$ cat src/rtl/video_mem_arbiter_pkg.sv
// Shared constants and port-state encoding for the frame-buffer arbiter.
package video_pkg;

    localparam int VIDEO_W  = 640;
    localparam int VIDEO_H  = 480;
    localparam int FB_DEPTH = VIDEO_W * VIDEO_H;

    typedef enum logic [1:0] {
        ST_IDLE = 2'd0,
        ST_RD   = 2'd1,
        ST_WR   = 2'd2
    } port_state_t;

endpackage

$ cat src/rtl/video_mem_arbiter_wr_buffer.sv
// One-deep host write holding register with accept/ACK handshake and range check.
module vmem_wr_buffer
    import video_pkg::*;
#(
    parameter int AW    = 19,
    parameter int DW    = 16,
    parameter int DEPTH = FB_DEPTH
) (
    input  logic          pclk,
    input  logic          reset_n,
    input  logic          wr_req,
    input  logic [AW-1:0] wr_addr,
    input  logic [DW-1:0] wr_data,
    input  logic          commit,
    output logic          full,
    output logic [AW-1:0] buf_addr,
    output logic [DW-1:0] buf_data,
    output logic          wr_ack,
    output logic          wr_err
);

    // One extra bit so a frame that fills the whole address space still compares correctly.
    localparam logic [AW:0] LIMIT = (AW+1)'(DEPTH);

    logic accept;
    logic in_range;

    assign accept   = wr_req && (!full || commit);
    assign in_range = {1'b0, wr_addr} < LIMIT;

    always_ff @(posedge pclk or negedge reset_n) begin
        if (!reset_n) begin
            full     <= 1'b0;
            buf_addr <= '0;
            buf_data <= '0;
            wr_ack   <= 1'b0;
            wr_err   <= 1'b0;
        end else begin
            wr_ack <= accept;
            if (accept && in_range) begin
                full     <= 1'b1;
                buf_addr <= wr_addr;
                buf_data <= wr_data;
            end else if (commit) begin
                full <= 1'b0;
            end
            if (accept && !in_range) begin
                wr_err <= 1'b1;
            end
        end
    end

endmodule

$ cat src/rtl/video_mem_arbiter.sv
// Frame-buffer port arbiter: display reads always win, host writes commit only while DE is low.
module video_mem_arbiter
    import video_pkg::*;
#(
    parameter int VIDEO_W = video_pkg::VIDEO_W,
    parameter int VIDEO_H = video_pkg::VIDEO_H,
    parameter int DW      = 16,
    parameter int AW      = 19
) (
    input  logic          PCLK,
    input  logic          RESET_N,
    input  logic          DE,
    input  logic [10:0]   ADDR_H,
    input  logic [9:0]    ADDR_V,
    input  logic          WR_REQ,
    input  logic [AW-1:0] WR_ADDR,
    input  logic [DW-1:0] WR_DATA,
    output logic          WR_ACK,
    output logic          WR_ERR,
    output logic          MEM_EN,
    output logic          MEM_WE,
    output logic [AW-1:0] MEM_ADDR,
    output logic [DW-1:0] MEM_WDATA,
    input  logic [DW-1:0] MEM_RDATA,
    output logic [DW-1:0] PIX_DATA,
    output logic          PIX_VALID
);

    localparam int FB_SIZE = VIDEO_W * VIDEO_H;

    port_state_t   state;
    logic          buf_full;
    logic          commit;
    logic [AW-1:0] buf_addr;
    logic [DW-1:0] buf_data;
    logic [AW-1:0] rd_addr;
    logic          pix_valid_q;
    logic [DW-1:0] pix_hold;

    assign rd_addr = AW'(ADDR_V) * AW'(VIDEO_W) + AW'(ADDR_H);
    assign commit  = !DE && buf_full;

    vmem_wr_buffer #(
        .AW    (AW),
        .DW    (DW),
        .DEPTH (FB_SIZE)
    ) u_wr_buffer (
        .pclk     (PCLK),
        .reset_n  (RESET_N),
        .wr_req   (WR_REQ),
        .wr_addr  (WR_ADDR),
        .wr_data  (WR_DATA),
        .commit   (commit),
        .full     (buf_full),
        .buf_addr (buf_addr),
        .buf_data (buf_data),
        .wr_ack   (WR_ACK),
        .wr_err   (WR_ERR)
    );

    // A single decision per cycle owns the next memory slot, so read and write can never collide.
    always_ff @(posedge PCLK or negedge RESET_N) begin
        if (!RESET_N) begin
            state     <= ST_IDLE;
            MEM_EN    <= 1'b0;
            MEM_WE    <= 1'b0;
            MEM_ADDR  <= '0;
            MEM_WDATA <= '0;
        end else if (DE) begin
            state    <= ST_RD;
            MEM_EN   <= 1'b1;
            MEM_WE   <= 1'b0;
            MEM_ADDR <= rd_addr;
        end else if (buf_full) begin
            state     <= ST_WR;
            MEM_EN    <= 1'b1;
            MEM_WE    <= 1'b1;
            MEM_ADDR  <= buf_addr;
            MEM_WDATA <= buf_data;
        end else begin
            state  <= ST_IDLE;
            MEM_EN <= 1'b0;
            MEM_WE <= 1'b0;
        end
    end

    // RAM data lands in the same cycle PIX_VALID rises; the hold register keeps the last pixel afterwards.
    always_ff @(posedge PCLK or negedge RESET_N) begin
        if (!RESET_N) begin
            pix_valid_q <= 1'b0;
            pix_hold    <= '0;
        end else begin
            pix_valid_q <= (state == ST_RD);
            if (pix_valid_q) begin
                pix_hold <= MEM_RDATA;
            end
        end
    end

    assign PIX_VALID = pix_valid_q;
    assign PIX_DATA  = pix_valid_q ? MEM_RDATA : pix_hold;

endmodule

$ cat config.mk
export PLATFORM = sky130hd
export DESIGN_NAME = video_mem_arbiter
export DESIGN_NICKNAME = d
export VERILOG_FILES = /design/src/rtl/video_mem_arbiter_pkg.sv /design/src/rtl/video_mem_arbiter_wr_buffer.sv /design/src/rtl/video_mem_arbiter.sv
export SDC_FILE = /design/constraint.sdc
export NUM_CORES = 1
export LEC_CHECK = 0
export CAP_MARGIN = 20
export CORE_ASPECT_RATIO = 0.8
export CORE_MARGIN = 2
export CORE_UTILIZATION = 51
export CTS_CLUSTER_SIZE = 14
export DETAILED_ROUTE_END_ITERATION = 7
export GPL_ROUTABILITY_DRIVEN = 0
export PLACE_DENSITY = 0.93
export RECOVER_POWER = 50
export SYNTH_ARGS = -nofsm -noshare
export SYNTH_HDL_FRONTEND = slang
export SYNTH_SLANG_ARGS = --single-unit
$ cat constraint.sdc
create_clock -name PCLK -period 2.85 [get_ports PCLK]
set_clock_uncertainty 0.2 [all_clocks]
set_input_delay 0.57 -clock PCLK [delete_from_list [all_inputs] [get_ports PCLK]]
set_output_delay 0.57 -clock PCLK [all_outputs]
set_load 0.03 [all_outputs]
==> metrics.md, run 1 <==
| Metric | Value |
|---|---|
| Top-count cell post-synth | dfrtp_1 |
| Area contributors post-synth | dfrtp_1, mux2_2, ha_1 |
| Lkg Pwr | 2.75 nW |
| Post-synth EDFFs | 0 |
| Worst setup margin | 83.6 ps |
| Post-synth top cells | dfrtp_1, mux2_2, nand2_1 |
| Total CTS buffers | 9 |
| Number of max-cap violations | 0 |
| Crit Path Max Fanout | 2 |
| Core Rows | 29 |
| Worst path top cell family by delay | adder cells |
| First-pass iteration count of the detailed router | 4 |
| Starting density of the core | 53.5% |
| Pin slew with the least headroom to its limit | 1170 ps |
| Tmin final | 2770 ps |
| Largest net degree at the start of global routing | 51 |
| Crit path capture type | flip-flop |
| Period utilisation layout | 97.1% |
| Clk_lat worst skew | 350 ps |
| Ys flop type | dfrtp_1 |
| Worst Reg2Reg Path Length in Cells | 4 |
| GRT Total Usage | 25.3% |
| Worst slew margin | 22.1% |
| RSZ-0062 raised after global routing | no |
| Final ANT Viol Nets | 0 |
| Final slew viol count | 0 |
| Clk pin slew, worst setup/hold paths | 90 ps |
| Cell repeated most along the worst path | buf_4 |
| # DRC | 0 |
| Crit Path Class | in2reg |
| RR Startpoint | u_wr_buffer.full |
| Die Span X | 107 um |
| Yosys cell types | 46 |
| Die height | 86.2 um |
| Buf/Inv on CP | 4 |
| Leading area contributor after synthesis | dfrtp_1 |
| Initial antenna violation count | 1 |
| Syn Nets | 422 |
| Yosys warns | 0 |
| Maximum clock rate | 0.361 GHz |
| Seq cells post-synth | 93 |
| Async S/R FF share, synth | 100% |
| First-pass GRT wire length | 17.8 mm |
| Vias in the first global route | 3419 |
| Startpoint types | primary input |
| H-tree levels | 3 |
| Finished Layout Cells | 611 |
| Flop2flop setup slack | 810 ps |
| Worst EP required | 2870 ps |
| Total gr overflow | 0 |
| Sequential share of the synthesized area | 54.0% |
| Area Growth Syn to Fin | 48.5% |
| Final WL | 11.2 mm |
| Routed len/inst | 18.3 um |
| Synthesized area per cell | 13.3 um^2 |
| CP Data Arrival Time | 2790 ps |
| Clk buf depth | 2 |
| Area share of the largest cell type after synthesis | 54.0% |
| Placed Instances | 591 |
| Fin. Hold Viols | 0 |
| Crit-path max cell delay | 370 ps |
| Sum of negative setup slack | 0 ps |
| Outcome | complete, no violations |
| Worst VDD drop | 0.407 mV |
| Number of diodes | 0 |
| Core box area | 8060 um^2 |
| DRT iter0 DRCs | 185 |
| Nets | 596 |
| Power density cells | 683 nW/um^2 |
| Vias per cell | 5.27 |
| HP Class | in2async |
| Dpl hpwl | 8.01 mm |
| CTS tree | built |
| Vias after detailed routing | 3223 |
| Worst-path cell chain | clkdlybuf4s15_1, ha_2, ha_4, fa_2, a21o_4, a221oi_4, xnor2_2, buf_4, buf_4, buf_4, xor2_1, a21oi_1 |
| R2R Path End | MEM_WDATA[4] |
| I/O pin total | 132 |
| CP max-delay cell | fa_2 |
| Die ar. | 9210 um^2 |
| Layout cell share with drive strength beyond 1 | 28.8% |
| Synth Cell Area | 4310 um^2 |
| IO Port Bufs | 131 |
| Final setup fails | 0 |
| Mapped Cells | 324 |
| Setup WS pre-CTS | -602 ps |
| Clock Sinks | 93 |
| Root Buffer | clkbuf_8 |
-- cell type report --
cell class,count,area [um^2]
clock buffer,12,135
clock inverter,4,72.6
fill,455,1650
inverter,7,26.3
multi-input combinational,210,2070
sequential,93,2330
tap,108,135
timing repair buffer,177,1640
-- power by group --
group          internal (mW)  switching [mW]  total, mW  leakage, nW
clock network          0.494           0.429      0.923        0.101
registers               1.60           0.147       1.75         1.10
logic                  0.844           0.861       1.70         1.55
-- per-layer routing --
metal	track usage [%]	vias to the layer above	part of all wire [%]
met1	29.2	1576	38
met2	45.5	121	52
li1	-	1499	-
met5	0	-	0.12
met4	9.45	2	2.4
met3	6.84	25	7.2
-- sequential cells by signal, indices dropped and copies added (netlist names) --
name                  flops
MEM_ADDR                 19
u_wr_buffer.buf_addr     19
MEM_WDATA                16
pix_hold                 16
u_wr_buffer.buf_data     16
MEM_EN                    1
MEM_WE                    1
PIX_VALID                 1
state                     1
u_wr_buffer.full          1
u_wr_buffer.wr_ack        1
u_wr_buffer.wr_err        1
-- cells by family after synthesis --
logic type | count (synthesis) | synth area share [%]
compound gates | 50 | 8.19
flops | 93 | 54.0
simple gates | 43 | 4.70
mux | 81 | 20.8
xor+xnor | 14 | 3.19
buf+inv | 21 | 2.41
fa+ha+maj | 22 | 6.73
-- metrics by stage --
step	util [%]	hold WS [ps]	area, um^2	power [mW]
final	79.5	202	6400	4.38
after global routing	79.5	267	6400	4.60
after detailed placement	75.3	241	6060	3.43
after global placement	75.3	222	6060	3.34
after floorplan	-	74.4	4360	2.66
after CTS	79.2	15.9	6380	4.39
-- placed cells by master, fill, tap and decap left out, types with 8 or more instances in the layout --
master,count
clkdlybuf4s50_1,121
dfrtp_1,93
mux2_2,54
buf_4,42
nand2_1,21
mux2_1,14
mux2i_1,13
o21ai_0,13
a21oi_1,11
ha_4,11
clkbuf_8,9
xor2_1,8
ha_1,8
-- worst register-to-register path, delay by kind of cell (launching register included) --
kind / cells / cell delay, ps
and+or+nand+nor: 1 / 220
DFF: 1 / 340
buffers and inverters: 2 / 770
muxes: 1 / 400
-- how the worst max path moves through the flow --
stage                   start           end  cells past startpoint
finish              ADDR_V[0]  MEM_ADDR[16]                     12
global route        ADDR_V[0]  MEM_ADDR[16]                     12
CTS                 ADDR_V[6]  MEM_ADDR[18]                      9
detailed placement  ADDR_V[3]  MEM_ADDR[18]                     10
global placement    ADDR_V[1]  MEM_ADDR[18]                     10
floorplan           ADDR_V[0]  MEM_ADDR[18]                      9
-- repair_timing --
action / CTS / global route
pin swaps: 10 / 9
hold buffers: 0 / 0
setup endpoints to repair: 5 / 3
gates cloned: 0 / 0
gates resized for setup: 17 / 13
buffers inserted: 3 / 1
Power figures use the tool's default switching activity.
==> run 2: changes to the inputs <==
- CORE_ASPECT_RATIO: 0.8 -> 1.25
==> run 2 against run 1 <==
- via count shrank 0.65%
- die area is the same
- wire length is 1.6% lower
- setup slack worse by 8.2 ps
- global-route usage down 0.80 points
- sequential power is essentially flat
- critical path depth fell by 3
==> metrics.md, run 2 (synthesized netlist as in run 1, its figures left out) <==
| Metric | Value |
|---|---|
| Outcome | complete, no violations (unchanged) |
| Biggest regs | MEM_ADDR: 19 flops, u_wr_buffer.buf_addr: 19 flops (unchanged) |
| Tmin final | 2770 ps (about the same) |
| # DRC | 0 (unchanged) |
| Pin slew with the least headroom to its limit | 1010 ps (was 1170 ps) |
| Hold path start | MEM_WE |
| Flop2flop setup slack | 750 ps (was 810 ps) |
| Crit Path Max Fanout | 4 (was 2) |
| HP Class | reg2reg (was in2async) |
| Final WL | 11.0 mm (was 11.2 mm) |
| Hold Crit Depth | 1 |
| Number of diodes | 0 (unchanged) |
| Buf/Inv on CP | 1 (was 4) |
| Design area | 6360 um^2 (was 6400 um^2) |
| Crit-path max cell delay | 410 ps (was 370 ps) |
| Routed len/inst | 18.4 um (was 18.3 um) |
| Met3 Use GR | 7.24% (was 6.84%) |
| Total power | 4.30 mW (was 4.38 mW) |
| Sum of negative setup slack | 0 ps (unchanged) |
| Filler cells | 528 (was 455) |
| Starting density of the core | 52.3% (was 53.5%) |
| Met2 usage | 45.1% (was 45.5%) |
| Final ANT Viol Nets | 0 (unchanged) |
| Flop pwr share | 40.6% (was 39.9%) |
| Finished Core Util | 77.2% (was 79.5%) |
| Die Span X | 86.2 um (was 107 um) |
| Worst VDD drop | 0.326 mV (was 0.407 mV) |
| Worst-path cell chain | dlygate4sd2_1, ha_4, fa_2, a21o_4, a221oi_4, xnor2_2, nand3_4, nor4_4, a211oi_2 (was clkdlybuf4s15_1, ha_2, ha_4, fa_2, a21o_4, a221oi_4, xnor2_2, buf_4, buf_4, buf_4, xor2_1, a21oi_1) |
| Root Buffer | clkbuf_8 (unchanged) |
| Power density cells | 676 nW/um^2 (was 683 nW/um^2) |
| Largest net degree at the start of global routing | 41 (was 51) |
| Dpl hpwl | 7.71 mm (was 8.01 mm) |
| CP max-delay cell | fa_2 (unchanged) |
| GRT Total Usage | 24.5% (was 25.3%) |
| Footprint of the multi-input gates | 2080 um^2 (was 2070 um^2) |
| Period utilisation layout | 97.4% (was 97.1%) |
| Total gr overflow | 0 (unchanged) |
| Vias after detailed routing | 3202 (was 3223) |
| CP Data Arrival Time | 2800 ps (was 2790 ps) |
| Commonest cells after routing, fill and taps aside | clkdlybuf4s50_1, dfrtp_1, mux2_2 (unchanged) |
| Worst slew margin | 32.7% (was 22.1%) |
| First-pass iteration count of the detailed router | 4 (unchanged) |
| Placed Instances | 577 (was 591) |
| Gr busiest metal | met2 (unchanged) |
| Worst Hold End | PIX_VALID |
| Die height | 107 um (was 86.2 um) |
| Clk buf depth | 2 (unchanged) |
| NetSw | 1.46 mW (was 1.44 mW) |
| Area Growth Syn to Fin | 47.5% (was 48.5%) |
| Die ar. | 9210 um^2 (unchanged) |
| DRT iter0 DRCs | 104 (was 185) |
| Maximum clock rate | 0.360 GHz (was 0.361 GHz) |
| Number of max-cap violations | 0 (unchanged) |
| Power share of the clock group | 19.8% (was 21.1%) |
| Placed Area | 6030 um^2 (was 6060 um^2) |
| Layout cell share with drive strength beyond 1 | 28.2% (was 28.8%) |
| H-tree levels | 3 (unchanged) |
| Vias per cell | 5.36 (was 5.27) |
| Vias in the first global route | 3551 (was 3419) |
| Worst Reg2Reg Path Length in Cells | 3 (was 4) |
| Crit Path Class | in2reg (unchanged) |
| Lkg Pwr | 2.73 nW (was 2.75 nW) |
| Fin. Hold Viols | 0 (unchanged) |
| RSZ-0062 raised after global routing | no (unchanged) |
| Most common cell after layout, fill and taps aside | clkdlybuf4s50_1 (unchanged) |
| Final setup fails | 0 (unchanged) |
| Core box area | 8240 um^2 (was 8060 um^2) |
| RR Startpoint | u_wr_buffer.full (unchanged) |
| CTS tree | built (unchanged) |
| R2R Path End | MEM_WDATA[15] (was MEM_WDATA[4]) |
| Finished Layout Cells | 597 (was 611) |
| Clock Sinks | 93 (unchanged) |
| I/O pin total | 132 (unchanged) |
| Final slew viol count | 0 (unchanged) |
| Switch share | 33.9% (was 32.8%) |
| Worst EP required | 2870 ps (about the same) |
| IO Port Bufs | 131 (unchanged) |
| Worst path top cell family by delay | adder cells (unchanged) |
| Internal power | 2.84 mW (was 2.94 mW) |
| Nets | 593 (was 596) |
| Total CTS buffers | 9 (unchanged) |
| Crit path capture type | flip-flop (unchanged) |
| Reg area | 2330 um^2 (unchanged) |
| Gate power share | 39.6% (was 39.0%) |
| Initial antenna violation count | 0 (was 1) |
| First-pass GRT wire length | 17.4 mm (was 17.8 mm) |
| Startpoint types | primary input (unchanged) |
| Clk pin slew, worst setup/hold paths | 90 ps (about the same) |
| Core Rows | 37 (was 29) |
| Met1 Usage GRT | 26.5% (was 29.2%) |
| Clk_lat worst skew | 350 ps (about the same) |
run 2: power groups by stage:
stage,registers [mW],clock network (mW),logic (mW)
2_1_floorplan,2.03,0,0.624
3_3_place_gp,1.74,0,1.60
3_5_place_dp,1.77,0,1.64
4_1_cts,1.75,0.868,1.68
5_1_grt,1.77,0.932,1.81
6_report,1.75,0.852,1.70
run 2: metal layers:
metal  part of all wire (%)  wire [um]
met5                      0          0
met4                    1.4        159
met3                    6.6        726
met2                     54       5980
met1                     37       4120
run 2: what timing repair did:
| action | CTS | global route |
|---|---|---|
| hold buffers | 1 | 0 |
| endpoints found under the setup margin | 4 | 2 |
| setup buffers | 2 | 1 |
| endpoints found under the hold margin | 37 | 0 |
| gates resized for setup | 20 | 13 |
| gates cloned | 0 | 0 |
| pin swaps | 7 | 13 |
run 2: area by class of cell:
type	count	share of cell area [%]
clock buffer	10	2.01
clock inverter	6	1.00
inverter	7	0.413
multi-input combinational	210	32.7
sequential	93	36.6
tap	97	1.91
timing repair buffer	174	25.4
run 2: stage by stage:
step / hold WS [ps] / worst slack, ps
2_1_floorplan: 74.4 / 3.76
3_3_place_gp: 216 / -560
3_5_place_dp: 236 / -665
4_1_cts: 252 / 11.1
5_1_grt: 286 / 0.980
6_report: 265 / 75.4
run 2: worst max path at each step:
stage	cells past startpoint	end	from	slack, ps
2_1_floorplan	9	MEM_ADDR[18]	ADDR_V[0]	4
3_3_place_gp	10	MEM_ADDR[18]	ADDR_V[1]	-560
3_5_place_dp	10	MEM_ADDR[17]	ADDR_V[1]	-670
4_1_cts	9	MEM_ADDR[18]	ADDR_V[8]	10
5_1_grt	9	MEM_ADDR[17]	ADDR_V[4]	1
6_report	9	MEM_ADDR[17]	ADDR_V[4]	80
==> run 3: changes to the inputs <==
- SKIP_LAST_GASP: not set -> 1
==> results of run 3 <==
Same layout as run 2: the final DEF is identical, and so are final timing and power.
